$ cat src/rtl/mp_add_sequencer.sv
// Multi-precision add/subtract sequencer: streams 64-bit word pairs LSW first through one
// addition64 instance, chaining the carry across cycles. Optional macro: MPADD_ZERO_FLAG_EN.

module addition64 (
   input  logic [63:0] a,
   input  logic [63:0] b,
   input  logic        carry_in,
   output logic [63:0] sum,
   output logic        carry_out
);
   logic [63:0] g;
   logic [63:0] p;
   logic [64:0] c;
   logic [15:0] grp_g;
   logic [15:0] grp_p;
   logic [16:0] grp_c;

   // Two-level lookahead: 4-bit groups with group generate/propagate chained across groups.
   always_comb begin
      g     = a & b;
      p     = a ^ b;
      c     = '0;
      grp_g = '0;
      grp_p = '0;
      grp_c = '0;
      grp_c[0] = carry_in;
      for (int k = 0; k < 16; k++) begin
         grp_g[k] = g[4*k+3]
                  | (p[4*k+3] & g[4*k+2])
                  | (p[4*k+3] & p[4*k+2] & g[4*k+1])
                  | (p[4*k+3] & p[4*k+2] & p[4*k+1] & g[4*k]);
         grp_p[k] = &p[4*k +: 4];
         grp_c[k+1] = grp_g[k] | (grp_p[k] & grp_c[k]);
         c[4*k]   = grp_c[k];
         c[4*k+1] = g[4*k] | (p[4*k] & grp_c[k]);
         c[4*k+2] = g[4*k+1] | (p[4*k+1] & g[4*k]) | (p[4*k+1] & p[4*k] & grp_c[k]);
         c[4*k+3] = g[4*k+2] | (p[4*k+2] & g[4*k+1]) | (p[4*k+2] & p[4*k+1] & g[4*k])
                  | (p[4*k+2] & p[4*k+1] & p[4*k] & grp_c[k]);
      end
      c[64]     = grp_c[16];
      sum       = p ^ c[63:0];
      carry_out = c[64];
   end
endmodule

module mp_add_sequencer #(
   parameter int MAX_WORDS = 16,
   parameter int CNT_W     = $clog2(MAX_WORDS + 1)
) (
   input  logic             clk,
   input  logic             rst_n,
   input  logic             cmd_valid,
   output logic             cmd_ready,
   input  logic             cmd_sub,
   input  logic [CNT_W-1:0] cmd_words,
   input  logic             in_valid,
   output logic             in_ready,
   input  logic [63:0]      a_word,
   input  logic [63:0]      b_word,
   output logic             out_valid,
   input  logic             out_ready,
   output logic [63:0]      sum_word,
   output logic             out_last,
   output logic             carry_final,
   output logic             zero_flag,
   output logic             err,
   output logic             busy
);
   // Handshakes: a transfer occurs on a rising edge where valid and ready are both 1;
   // a producer holds valid and data stable until that edge.
   typedef enum logic [1:0] {IDLE, RUN, DRAIN} state_t;

   state_t           state;
   state_t           state_nxt;
   logic             sub_r;
   logic [CNT_W-1:0] len_r;
   logic [CNT_W-1:0] idx_r;
   logic             carry_r;
   logic [63:0]      sum_r;
   logic             out_valid_r;
   logic             out_last_r;
   logic             carry_final_r;
   logic             err_r;

   logic             cmd_acc;
   logic             in_acc;
   logic             out_acc;
   logic             is_last;
   logic             cmd_zero;
   logic             cmd_over;
   logic [63:0]      add_b;
   logic             add_cin;
   logic [63:0]      add_sum;
   logic             add_cout;

   assign cmd_ready = (state == IDLE);
   assign in_ready  = (state == RUN) && (!out_valid_r || out_ready);
   assign busy      = (state != IDLE);
   assign cmd_acc   = cmd_valid && cmd_ready;
   assign in_acc    = in_valid && in_ready;
   assign out_acc   = out_valid_r && out_ready;
   assign is_last   = (idx_r == len_r - CNT_W'(1));
   assign cmd_zero  = (cmd_words == '0);
   assign cmd_over  = (cmd_words > CNT_W'(MAX_WORDS));

   // Subtraction is A + ~B + 1; the +1 enters as carry-in of the first word only.
   assign add_b   = sub_r ? ~b_word : b_word;
   assign add_cin = (idx_r == '0) ? sub_r : carry_r;

   addition64 u_add (
      .a         (a_word),
      .b         (add_b),
      .carry_in  (add_cin),
      .sum       (add_sum),
      .carry_out (add_cout)
   );

   always_ff @(posedge clk or negedge rst_n) begin
      if (!rst_n) state <= IDLE;
      else        state <= state_nxt;
   end

   always_comb begin
      state_nxt = state;
      case (state)
         IDLE:    if (cmd_acc && !cmd_zero) state_nxt = RUN;
         RUN:     if (in_acc && is_last)    state_nxt = DRAIN;
         DRAIN:   if (out_ready)            state_nxt = IDLE;
         default: state_nxt = IDLE;
      endcase
   end

   always_ff @(posedge clk or negedge rst_n) begin
      if (!rst_n) begin
         sub_r         <= 1'b0;
         len_r         <= '0;
         idx_r         <= '0;
         carry_r       <= 1'b0;
         sum_r         <= '0;
         out_valid_r   <= 1'b0;
         out_last_r    <= 1'b0;
         carry_final_r <= 1'b0;
         err_r         <= 1'b0;
      end else begin
         err_r <= cmd_acc && (cmd_zero || cmd_over);
         if (cmd_acc && !cmd_zero) begin
            sub_r <= cmd_sub;
            len_r <= cmd_over ? CNT_W'(MAX_WORDS) : cmd_words;
            idx_r <= '0;
         end
         // An input accept refills the output register even while its old word drains.
         if (in_acc) begin
            sum_r         <= add_sum;
            carry_r       <= add_cout;
            out_valid_r   <= 1'b1;
            out_last_r    <= is_last;
            carry_final_r <= is_last && add_cout;
            idx_r         <= idx_r + CNT_W'(1);
         end else if (out_acc) begin
            out_valid_r   <= 1'b0;
            out_last_r    <= 1'b0;
            carry_final_r <= 1'b0;
         end
      end
   end

`ifdef MPADD_ZERO_FLAG_EN
   logic nonzero_r;
   logic zero_r;

   always_ff @(posedge clk or negedge rst_n) begin
      if (!rst_n) begin
         nonzero_r <= 1'b0;
         zero_r    <= 1'b0;
      end else if (state == IDLE || (state == DRAIN && out_ready)) begin
         nonzero_r <= 1'b0;
         zero_r    <= 1'b0;
      end else if (in_acc) begin
         nonzero_r <= nonzero_r | (|add_sum);
         zero_r    <= is_last && !(nonzero_r | (|add_sum));
      end
   end

   assign zero_flag = zero_r;
`else
   assign zero_flag = 1'b0;
`endif

   assign out_valid   = out_valid_r;
   assign sum_word    = sum_r;
   assign out_last    = out_last_r;
   assign carry_final = carry_final_r;
   assign err         = err_r;
endmodule

$ cat config.mk
export PLATFORM = sky130hd
export DESIGN_NAME = mp_add_sequencer
export DESIGN_NICKNAME = d
export VERILOG_FILES = /design/src/rtl/mp_add_sequencer.sv
export SDC_FILE = /design/constraint.sdc
export NUM_CORES = 1
export LEC_CHECK = 0
export ABC_CLOCK_PERIOD_IN_PS = 3800
export CAP_MARGIN = 5
export CORE_ASPECT_RATIO = 0.7
export CORE_MARGIN = 1
export CORE_UTILIZATION = 30
export DETAILED_ROUTE_END_ITERATION = 6
export GPL_ROUTABILITY_DRIVEN = 0
export PLACE_DENSITY_LB_ADDON = 0.1
export SYNTH_ARGS = -nofsm -noshare
export SYNTH_HDL_FRONTEND = slang
export SYNTH_SLANG_ARGS = --single-unit
export TNS_END_PERCENT = 10
$ cat constraint.sdc
create_clock -name clk -period 3.8 [get_ports clk]
set_input_delay 1.14 -clock clk [delete_from_list [all_inputs] [get_ports clk]]
set_output_delay 1.14 -clock clk [all_outputs]
set_load 0.05 [all_outputs]
==> results of run 1 <==
## kinds of logic (layout without fill, tap and decap cells)
family	Yosys count	in the layout	share of synthesized area
AO/OA/AOI/OAI	217	217	0.2019
AND/OR/NAND/NOR	216	216	0.1462
XOR/XNOR	98	98	0.1243
buffers and inverters	87	479	0.04839
adder cells (fa/ha/maj)	85	85	0.1714
flip-flops	82	82	0.2972
multiplexers	6	6	0.009967
other	1	1	0.0005432
## state kept, by name, indices dropped and copies added, names as in the netlist
| register | flops |
|---|---|
| carry_r | 1 |
| state | 2 |
| out_last | 1 |
| idx_r | 5 |
| out_valid | 1 |
| err | 1 |
| carry_final | 1 |
| len_r | 5 |
| sum_word | 64 |
| sub_r | 1 |
## cells in the mapped netlist, types with 7 or more instances
cell      count  area [um^2]
nand2_1     106        397.9
xor2_1       89        779.5
dfrtp_1      82         2052
o21ai_0      78        390.4
ha_1         69        863.3
inv_1        59        221.5
a21oi_1      46        230.2
nor2_1       30        112.6
clkbuf_1     19        71.32
fa_1         16        320.3
nor3_1       15        75.07
nand4_1      14        87.58
o21a_1       14        105.1
o31ai_1      13        97.59
a21o_1       12        90.09
nand3_1      11        55.05
xnor2_1       9        78.83
buf_1         7        26.28
nand2b_1      7        43.79
o211ai_1      7        52.55
## power groups by stage
stage | logic, mW | clock network [mW] | registers, mW
2_1_floorplan | 0.720 | 0 | 1.81
3_3_place_gp | 2.29 | 0 | 1.22
3_5_place_dp | 2.29 | 0 | 1.22
4_1_cts | 2.36 | 0.924 | 1.20
5_1_grt | 2.62 | 0.953 | 1.23
6_report | 2.43 | 0.886 | 1.20
## area by class of cell
| cell class | instances | area [um^2] |
|---|---|---|
| fill | 2168 | 11040 |
| multi-input combinational | 623 | 4995 |
| timing repair buffer | 404 | 3626 |
| sequential | 82 | 2056 |
| tap | 312 | 390.4 |
| clock buffer | 11 | 232.7 |
| inverter | 59 | 221.5 |
| clock inverter | 5 | 55.05 |
## through the flow
stage,setup TNS [ns],instance area [um^2],worst slack [ns],instances
2_1_floorplan,-0.8095,6912,-0.2592,792
3_3_place_gp,-23.46,10470,-0.8695,1436
3_5_place_dp,-24.89,10470,-0.8947,1436
4_1_cts,-0.4464,11120,-0.1065,1476
5_1_grt,-0.9455,11580,-0.1890,1496
6_report,-0.3259,11580,-0.08919,1496
## critical path, stage by stage
cell       delay (ns)
buf_6            0.10
xor2_2           0.15
ha_4             0.30
nand3_2          0.08
mux2_4           0.30
a2111oi_4        0.33
buf_4            0.19
o2111ai_4        0.14
a211o_1          0.35
a21o_1           0.20
nand2_2          0.08
buf_4            0.10
inv_1            0.04
fa_2             0.51
o21ai_0          0.07
## worst paths after layout
kind,start,end,cells after the start
worst min register to register,sum_word[6]$_DFFE_PN0P_,sum_word[6]$_DFFE_PN0P_,2
min in group asynchronous,rst_n,sum_word[56]$_DFFE_PN0P_,1
worst max register to register,sub_r$_DFFE_PN0P_,sum_word[52]$_DFFE_PN0P_,16
max in group asynchronous,rst_n,sum_word[19]$_DFFE_PN0P_,2
worst min-delay path,sum_word[6]$_DFFE_PN0P_,sum_word[6]$_DFFE_PN0P_,2
worst max-delay path,b_word[1],sum_word[52]$_DFFE_PN0P_,15
## routing by layer
metal | part of all wire | vias up
met5 | 0 | -
met4 | 0.012 | 0
met3 | 0.057 | 17
met2 | 0.43 | 177
met1 | 0.51 | 3110
li1 | - | 3537
## what timing repair did
action / in CTS / in global routing
buffers inserted: 24 / 20
gates cloned: 0 / 0
setup endpoints to repair: 38 / 30
gates resized for setup: 92 / 79
pin swaps: 54 / 70
==> reports/results.txt, run 1 <==
Summing every instance area after synthesis gives 0.006904 mm^2. The run gives 0.2799 as the global-route met1 utilization. The max capacitance violation total is 0, and the reg-to-reg setup timing slack is -0.04 ns. The clock skew after layout is 0.009235 ns, and the power share of the sequential group is 0.266. During synthesis, Yosys emitted a total of 0 warnings. The library cells used most frequently in the layout, excluding fill and tap cells, are 186 x buf_4, 157 x clkdlybuf4s50_1, 97 x nand2_1, 81 x dfrtp_1, 76 x xor2_1. For the tightest hold margin, the log shows 0.4759 ns.

The logs give 62 for the count of different cell masters after synthesis and 0.02363 mm^2 for the die footprint. The clock passes through at most 2 buffers. After clock tree synthesis, the clock-pin slew on the worst setup and hold paths is 0.07 ns. The worst hold path belongs to the class register to register. For the count of nets left with antenna violations after detail routing, the log shows 0. The post-route fraction of the period consumed by the critical path came out at 1.023. The net load switching power is 1.907 mW, and the number of buffer cells added on primary ports is 209. The tools report the number of sinks on the clock net as 82.

The total overflow left after global routing is 0. For the worst setup path, the data required time is 4.01 ns. For the number of antenna violations at the first check in global routing, the log shows 0.

For this run, the detailed router's first-pass iteration total came to 5. Buffer type at the clock tree root: clkbuf_16. The logs give 0.2921 for the routing usage on met2 and 0 for the number of failing hold endpoints at the final stage. The worst-margin pin slew is 0.5838 ns, and the worst-case vdd ir drop is 0.0002304 V. The kind of critical path is primary input to register.

The H-tree was split into 3 levels. From synthesis to final layout, the design area changed by 67.67%. For the clock insertion delay at the later pin of the skew report, the log shows 0.35 ns.

The switching portion of total power was 0.4221; the placement row count was 46. The run gives 2.611 mW as the internal power consumption. For the core utilization of the finished layout, the log shows 0.5118.

The tools report the kind of capture point of the worst setup path as a register. The average instance in the mapped netlist occupies 8.717 um^2. The detailed router finished its first iteration with 296 violations. The shortest period the worst path allows came out at 3.889 ns.

For the achievable clock frequency, the log shows 0.2571 GHz. Detailed routing inserted a total of 6,841 vias. The tools report the headroom to the max-slew limit as 0.6096. The number of design rule violations left after detail routing was 0. In this run the vertical extent of the chip is 128.9 um.

The half-perimeter wire length after placement was 17,340 um; the placeable core area was 0.02262 mm^2. TritonCTS built the clock tree. The detail-routed net length per standard cell is 15.04 um, and the sequential share of the synthesized area is 0.2972. Antenna diode count: 0. In this run the most used layer during global routing was met2. Total power for the finished layout comes to 4.517 mW.

Top flip-flop cell by instance count after synthesis: dfrtp_1. Portion of total power attributed to the clock network: 0.196. Setup violations remaining at the end of the flow were counted as 5. In this run the worst path has a maximum fanout of 4. The fraction of layout instances using a drive strength above 1 was 0.2593. The run finished, with violations left. The detail-routed via count per cell is 4.573.

At the worst endpoint, the arrival time is 4.09 ns. The global-route wire length before repair was 35,560 um; the I/O pin count was 211. For this design the static power due to leakage is 5.534 nW. The fraction of synthesis flops using an asynchronous set or reset pin was 1.000. Power spread over the standard cell area amounts to 390.2 mW/mm^2.

The run gives 55 as the maximum number of pins on one net before global-route repair. The count of state elements after synthesis is 82, and the via count of the first global-routing pass is 6,724. Setup repair after global routing could not meet its margin everywhere. Launching element type of the critical path: a primary input. The final reports fail on negative setup slack. The global-route usage over all layers was 0.1931; the worst-case setup margin in the final layout was -0.08919 ns.

The met3 layer usage reported by global route came out at 0.04161. The max-slew violation count is 0, and the share of power burned in combinational logic is 0.538. The floorplan die width works out to 183.3 um.

In this run, CTS created clock tree buffers numbering 9. Leaving out fill and tap cells, the most frequent cell in the layout is buf_4. The initial core utilization is 0.3052, and the sum of routed wire length over all layers is 22,500 um. The net count of the finished layout is 1,403. In this run, synthesis inferred 0 flip-flops with an integrated enable. Buffers inserted to repair hold after CTS numbered 0. The logs give 792 for the synthesized netlist cell count and 1,016 for the number of nets in the synthesized netlist.
(Power assumes the default switching activity.)
==> inputs of run 2 (changes only) <==
Settings changed: SETUP_SLACK_MARGIN set to 0.3.
==> run 2 against run 1 <==
Compared with the run above:
- the run now ends clean
- worst hold slack worse by 0.0071 ns
- wire length is 1.9% lower
- flip-flop and latch count stayed put
- critical path type unchanged
- largest cell class unchanged
==> reports/results.txt, run 2 (synthesized netlist as in run 1, its figures left out) <==
The post-placement worst setup slack is -0.7562 ns (+0.1385 ns), and the number of buffers created by CTS is 9 (unchanged). The cell with the biggest individual delay on the critical path is fa_2. The placeable core area is 0.02262 mm^2 (unchanged).

The clock skew after layout is 0.007444 ns (-0.001791 ns), and the number of buffers on the longest clock path is 2 (unchanged). The clock transition at the register clock pins on the worst setup and hold paths after CTS was 0.06 ns (about the same); the global-route wire length before repair was 33,840 um (-4.8%). The cell family contributing the most delay on the critical path is compound AO/OA/AOI/OAI gates. For the count of nets after finishing, the log shows 1,375 (-2.0%).

The number of buffer cells added on primary ports works out to 209 (unchanged). Leaving out fill and tap cells, the most frequent cell in the layout is buf_4. The worst path buffer plus inverter count came out at 2 (-2).

The stage delay of the slowest cell on the critical path is 0.48 ns (-0.03 ns). The shortest period the worst path allows was 3.788 ns (-0.1012 ns). The data arrival at the endpoint of the critical path came out at 4.05 ns (-0.04 ns).

Number of flip-flops in the largest register: 64 (unchanged). For the number of sinks on the clock net, the log shows 82 (unchanged). For the total iterations of the first detailed-routing run, the log shows 5 (unchanged).

The run gives 3 (unchanged) as the H-tree depth. The worst setup path is of the primary input to register kind. The die footprint came out at 0.02363 mm^2 (unchanged). The worst-case vdd ir drop is 0.0002651 V (+15%).

Detail-routed net length per standard cell: 15.02 um (-0.13%). The headroom to the max-slew limit was 0.4871 (-0.1225). Count of nets left with antenna violations after detail routing: 0 (unchanged).

The run gives 0.188 (-0.008) as the portion of total power attributed to the clock network. The cell seen most often among critical-path stages is a21oi_1. The tightest hold margin came out at 0.4688 ns (-0.007089 ns). Maximum number of pins on one net before global-route repair: 67 (+22%). The vertical extent of the die was 128.9 um (unchanged); the final non-filler cell area was 0.01140 mm^2 (-1.5%).

The fraction of layout instances using a drive strength above 1 is 0.2407 (-0.01860), and the initial core utilization is 0.3052 (unchanged). Global-route usage over all layers: 0.1841 (-0.008945). TritonCTS built the clock tree. The top cell types in the final layout, fill and taps aside, are 156 x buf_4, 154 x clkdlybuf4s50_1, 100 x nand2_1, 82 x xor2_1, 81 x dfrtp_1.

The count of endpoints failing setup in the final report was 0 (-5). The tools report the reg-to-reg setup timing slack as 0.10 ns (+0.14 ns). The critical path goes through clkdlybuf4s50_1, ha_1, a21oi_1, o21bai_1, a21oi_1, buf_4, and4_4, a211o_1, a21o_1, nand2_2, a311oi_2, fa_2, o21ai_1. Power density relative to cell area: 391.3 mW/mm^2 (+0.28%).

The logs give 0.542 (+0.004) for the share of power burned in combinational logic and 0.34 ns (about the same) for the clock insertion delay at the later pin of the skew report. The number of antenna violations at the first check in global routing is 5 (+5). Storage element area: 0.002056 mm^2 (unchanged).

The residual overflow from global routing was 0 (unchanged); the number of design rule violations left after detail routing was 0 (unchanged). Cell area after placement: 0.01041 mm^2 (-0.59%). The accumulated negative setup slack was 0 ns (+0.3259 ns); the layout filler cell count was 2,215 (+2.2%).

For the max-slew violation count, the log shows 0 (unchanged). The launching element type of the critical path was a primary input. The tools report the I/O pin count as 211 (unchanged). The min-delay analysis places its worst path in the category register to register. The placement row count was 46 (unchanged); the overall via count from detail_route was 6,804 (-0.54%). The power share of the sequential group came out at 0.270 (+0.004).

The detail-routed via count per cell came out at 4.629 (+1.2%). Buffer type at the clock tree root: clkbuf_16. The via count of the first global-routing pass is 6,477 (-3.7%). The max capacitance violation total is 0 (unchanged), and the total power of the final layout is 4.460 mW (-1.3%). The core utilization of the finished layout came out at 0.5039 (-0.007910). For the sum of routed wire length over all layers, the log shows 22,080 um (-1.9%). The count of routing violations after the opening detailed-route iteration was 239 (-19%). Floorplan die width: 183.3 um (unchanged). The area growth from synthesis to layout is 65.08%. The worst-case setup margin in the final layout is 0.01200 ns (+0.1012 ns), and the cell leakage power is 5.410 nW (-2.2%). The critical path required time came out at 4.06 ns (+0.05 ns).

The post-route fraction of the period consumed by the critical path came out at 0.9968 (-0.02663). The run finished with clean final reports. The switching portion of total power was 0.4287 (+0.006590). The area used by multi-input combinational logic is 0.005020 mm^2 (+0.50%), and the number of failing hold endpoints at the final stage is 0 (unchanged). The worst-path maximum fanout is 5 (+1), and the half-perimeter wire length after placement is 16,970 um (-2.1%). The placed cell count is 1,426 (-0.70%). The run gives 2.548 mW (-2.4%) as the internal power consumption.

The net load switching power is 1.912 mW (+0.27%), and the final cell count without fillers is 1,470 (-1.7%). The worst setup path is captured at a register. Setup repair after global routing could not meet its margin everywhere. The achievable clock frequency is 0.2640 GHz (+2.7%), and the worst-margin pin slew is 0.7693 ns (+0.1855 ns).
-- run 2: cell count changes in the layout (fill, tap and decap cells not counted), moves of 4 or more --
cell	delta
buf_4	-30
xor2_1	+6
nand2_2	-5
xor2_2	-7
o21ai_0	-7
ha_1	-4
ha_4	+4
o21ai_1	+6
-- run 2: power groups by stage --
stage / logic (mW) / clock network, mW / registers, mW
finish: 2.42 / 0.838 / 1.21
global route: 2.60 / 0.905 / 1.24
CTS: 2.33 / 0.877 / 1.21
detailed placement: 2.29 / 0 / 1.22
global placement: 2.28 / 0 / 1.22
floorplan: 0.724 / 0 / 1.81
-- run 2: worst register-to-register path, stage by stage, from the launching register on --
cell       delay [ns]
dfrtp_4          0.52
buf_12           0.20
xor2_4           0.28
ha_4             0.29
nand3_2          0.07
mux2_4           0.29
a2111oi_4        0.45
o2111ai_4        0.15
a211o_1          0.35
a21o_1           0.19
nand2_2          0.09
a311oi_2         0.12
fa_2             0.54
o21ai_1          0.06
-- run 2: final timing paths --
kind	from	end	cells after the start
max in group asynchronous	rst_n	sum_word[1]$_DFFE_PN0P_	2
worst min-delay path	sum_word[10]$_DFFE_PN0P_	sum_word[10]$_DFFE_PN0P_	2
worst max-delay path	a_word[25]	sum_word[56]$_DFFE_PN0P_	13
worst max register to register	sub_r$_DFFE_PN0P_	sum_word[56]$_DFFE_PN0P_	13
min in group asynchronous	rst_n	sum_word[48]$_DFFE_PN0P_	1
worst min register to register	sum_word[10]$_DFFE_PN0P_	sum_word[10]$_DFFE_PN0P_	2
-- run 2: cell type report --
cell class | count | area share
clock inverter | 4 | 0.002525
clock buffer | 11 | 0.02130
timing repair buffer | 376 | 0.3010
multi-input combinational | 623 | 0.4404
tap | 312 | 0.03425
inverter | 59 | 0.01943
sequential | 82 | 0.1804
antenna | 3 | 0.0006587
-- run 2: timing repair --
action,in CTS,in global routing
pin swaps,44,80
hold buffers,0,0
endpoints found under the setup margin,50,49
setup buffers,14,12
gates resized for setup,80,98
-- run 2: routing by layer --
metal  GRT usage  part of all wire
met4     0.03284            0.0080
met2      0.2798              0.42
met1      0.2616              0.50
met5           0            0.0012
met3     0.05123             0.065
==> inputs of run 3 (changes only) <==
Settings changed: SLEW_MARGIN set to 40.
==> run 3 against run 2 <==
Compared with the run above:
- flip-flop and latch count is the same
- critical endpoint unchanged
- clock-buffer cell count is the same
- worst setup slack is essentially flat
- critical path depth is the same
- non-clock buffer count is the same
- wire length is essentially flat
- clock skew is the same
- cell count is the same
- combinational power is essentially flat
==> reports/results.txt, run 3 (synthesized netlist as in run 1, its figures left out) <==
Peak-usage layer in the global routing report: met2. Classification of the worst-slack hold path: register to register. The library cell used most frequently in the layout, excluding fill and tap cells, is buf_4. The tools report the routing usage on met2 as 0.2798 (unchanged). The number of flip-flops in the largest register is 64 (unchanged). The tools report the post-placement worst setup slack as -0.7562 ns (unchanged). The run gives 0 (unchanged) as the max capacitance violation total. The half-perimeter wire length after placement is 16,970 um (unchanged). CTS placed an instance of clkbuf_16 at the clock tree root.

The kind of critical path is primary input to register. The stage delay of the slowest cell on the critical path is 0.48 ns (about the same), and the number of buffers created by CTS is 9 (unchanged). The worst hold path begins at sum_word[10]$_DFFE_PN0P_.

The fraction of layout instances using a drive strength above 1 was 0.2407 (unchanged). The logs give 0 (unchanged) for the residual overflow from global routing and 3 (unchanged) for the H-tree depth. The data arrival at the endpoint of the critical path was 4.05 ns (about the same); the detail-routed via count per cell was 4.629 (unchanged).

In the layout the commonest cells are 155 x buf_4, 154 x clkdlybuf4s50_1, 100 x nand2_1, 82 x xor2_1, 81 x dfrtp_1. The run gives 0 (unchanged) as the number of failing hold endpoints at the final stage. Final non-filler cell area: 0.01140 mm^2 (about the same). Clock transition at the register clock pins on the worst setup and hold paths after CTS: 0.06 ns (about the same).

Power density relative to cell area: 391.2 mW/mm^2 (about the same). The count of endpoints failing setup in the final report was 0 (unchanged). Number of buffers on the longest clock path: 2 (unchanged).

The run finished with clean final reports. The post-synthesis to final-layout area growth works out to 65.13% (about the same). The reg-to-reg setup timing slack came out at 0.10 ns (about the same). Worst-margin pin slew: 0.5946 ns (-0.1747 ns). Core utilization of the finished layout: 0.5040 (about the same). For the headroom to the max-slew limit, the log shows 0.6024 (+0.1152).

The vertical extent of the die is 128.9 um (unchanged), and the depth of the worst hold-timing path is 2 (unchanged). Worst-case setup margin in the final layout: 0.01201 ns (+0.000008500 ns). Family with the most delay on the worst path: compound AO/OA/AOI/OAI gates.

The count of nets after finishing came out at 1,375 (unchanged). The run gives 5 (unchanged) as the total iterations of the first detailed-routing run. STA classifies the critical path endpoint as a register. The I/O pin count is 211 (unchanged), and the detail-routed net length per standard cell is 15.02 um (about the same). The die footprint was 0.02363 mm^2 (unchanged); the via count of the first global-routing pass was 6,477 (unchanged). The number of sinks on the clock net is 82 (unchanged). TritonCTS built the clock tree. The cell with the biggest individual delay on the critical path is fa_2. The tools report the max-slew violation count as 0 (unchanged). The signal on the critical path passes through clkdlybuf4s50_1, ha_1, a21oi_1, o21bai_1, a21oi_1, buf_4, and4_4, a211o_1, a21o_1, nand2_2, a311oi_2, fa_2, o21ai_1.

The floorplan die width works out to 183.3 um (unchanged). The worst-case vdd ir drop came out at 0.0002651 V (about the same). Launching element type of the critical path: a primary input. The run gives 0.2640 GHz (unchanged) as the achievable clock frequency. For the number of design rule violations left after detail routing, the log shows 0 (unchanged). The met3 layer usage reported by global route was 0.05123 (unchanged); the post-route fraction of the period consumed by the critical path was 0.9968 (about the same). The placement row count came out at 46 (unchanged).

The worst-case reg-to-reg path depth is 13 (unchanged). The startpoint identified for the worst register-to-register timing path is sub_r$_DFFE_PN0P_. The tools report the global-route met1 utilization as 0.2616 (unchanged). Accumulated negative setup slack: 0 ns (unchanged). The global-route wire length before repair was 33,840 um (unchanged); the overall via count from detail_route was 6,804 (unchanged).

The sum of routed wire length over all layers is 22,080 um (about the same). For the count of nets left with antenna violations after detail routing, the log shows 0 (unchanged). The maximum number of pins on one net before global-route repair is 67 (unchanged).

The cell seen most often among critical-path stages is a21oi_1. The worst path buffer plus inverter count was 2 (unchanged). The run gives 239 (unchanged) as the count of routing violations after the opening detailed-route iteration. For the clock insertion delay at the later pin of the skew report, the log shows 0.34 ns (about the same).

The critical path required time was 4.06 ns (about the same). The logs give 4.460 mW (about the same) for the total power of the final layout and 0 (unchanged) for the number of buffers added to fix hold violations after cts. The run gives 0.007444 ns (unchanged) as the clock skew after layout.

The endpoint of the lowest-slack register-to-register path was sum_word[56]$_DFFE_PN0P_. For the cell leakage power, the log shows 5.411 nW (about the same). Setup repair after global routing could not meet its margin everywhere. The placeable core area is 0.02262 mm^2 (unchanged), and the initial core utilization is 0.3052 (unchanged).

The shortest period the worst path allows is 3.788 ns (-0.000008500 ns), and the worst-path maximum fanout is 5 (unchanged). The terminating pin of the worst hold path was sum_word[10]$_DFFE_PN0P_. The global-route usage over all layers was 0.1841 (unchanged).

The number of buffer cells added on primary ports works out to 209 (unchanged). For the cell area after placement, the log shows 0.01041 mm^2 (unchanged). Number of antenna violations at the first check in global routing: 5 (unchanged).
-- run 3: cell counts in the layout (fill, tap and decap cells not counted) --
Identical to the previous run, type by type.
-- run 3: area by class of cell --
type / instances / area (um^2)
Clock buffer: 11 / 242.7
Tap cell: 312 / 390.4
Inverter: 59 / 221.5
Fill cell: 2215 / 11220
Antenna cell: 3 / 7.507
Sequential cell: 82 / 2056
Timing Repair Buffer: 376 / 3435
Clock inverter: 4 / 28.78
Multi-Input combinational cell: 623 / 5020
-- run 3: tightest hold or removal path: cells and delay by family (launching register included) --
kind	cells	cell delay [ns]
flops	1	0.34
simple gates	2	0.10
-- run 3: metal layers --
layer | vias up | wire length (um)
li1 | 3491 | -
met4 | 4 | 176
met1 | 3119 | 11130
met2 | 174 | 9319
met3 | 16 | 1432
met5 | - | 26
-- run 3: timing repair --
| item | in CTS | in global routing |
|---|---|---|
| resized for setup | 80 | 98 |
| endpoints found under the hold margin | 0 | 0 |
| pin swaps | 44 | 80 |
| endpoints found under the setup margin | 50 | 49 |
| buffers inserted | 14 | 12 |
-- run 3: power breakdown --
| group | internal [mW] | leakage (nW) | switching, mW |
|---|---|---|---|
| Clock | 0.458 | 0.128 | 0.380 |
| Sequential | 1.07 | 1.02 | 0.139 |
| Combinational | 1.02 | 4.27 | 1.39 |
-- run 3: stage by stage --
stage / hold slack [ns] / cells
6_report: 0.4688 / 1470
5_1_grt: 0.4899 / 1468
4_1_cts: 0.4757 / 1455
3_5_place_dp: 0.4604 / 1426
3_3_place_gp: 0.4585 / 1426
2_1_floorplan: 0.4639 / 792
-- run 3: worst max-delay path by stage --
stage / startpoint / to / slack [ns] / cells after the start
4_1_cts: b_word[0] / sum_word[56]$_DFFE_PN0P_ / -0.05 / 13
3_3_place_gp: b_word[13] / sum_word[56]$_DFFE_PN0P_ / -0.74 / 13
3_5_place_dp: b_word[13] / sum_word[56]$_DFFE_PN0P_ / -0.76 / 13
5_1_grt: b_word[20] / sum_word[57]$_DFFE_PN0P_ / -0.15 / 14
2_1_floorplan: b_word[1] / sum_word[56]$_DFFE_PN0P_ / -0.22 / 12
6_report: a_word[25] / sum_word[56]$_DFFE_PN0P_ / 0.01 / 13
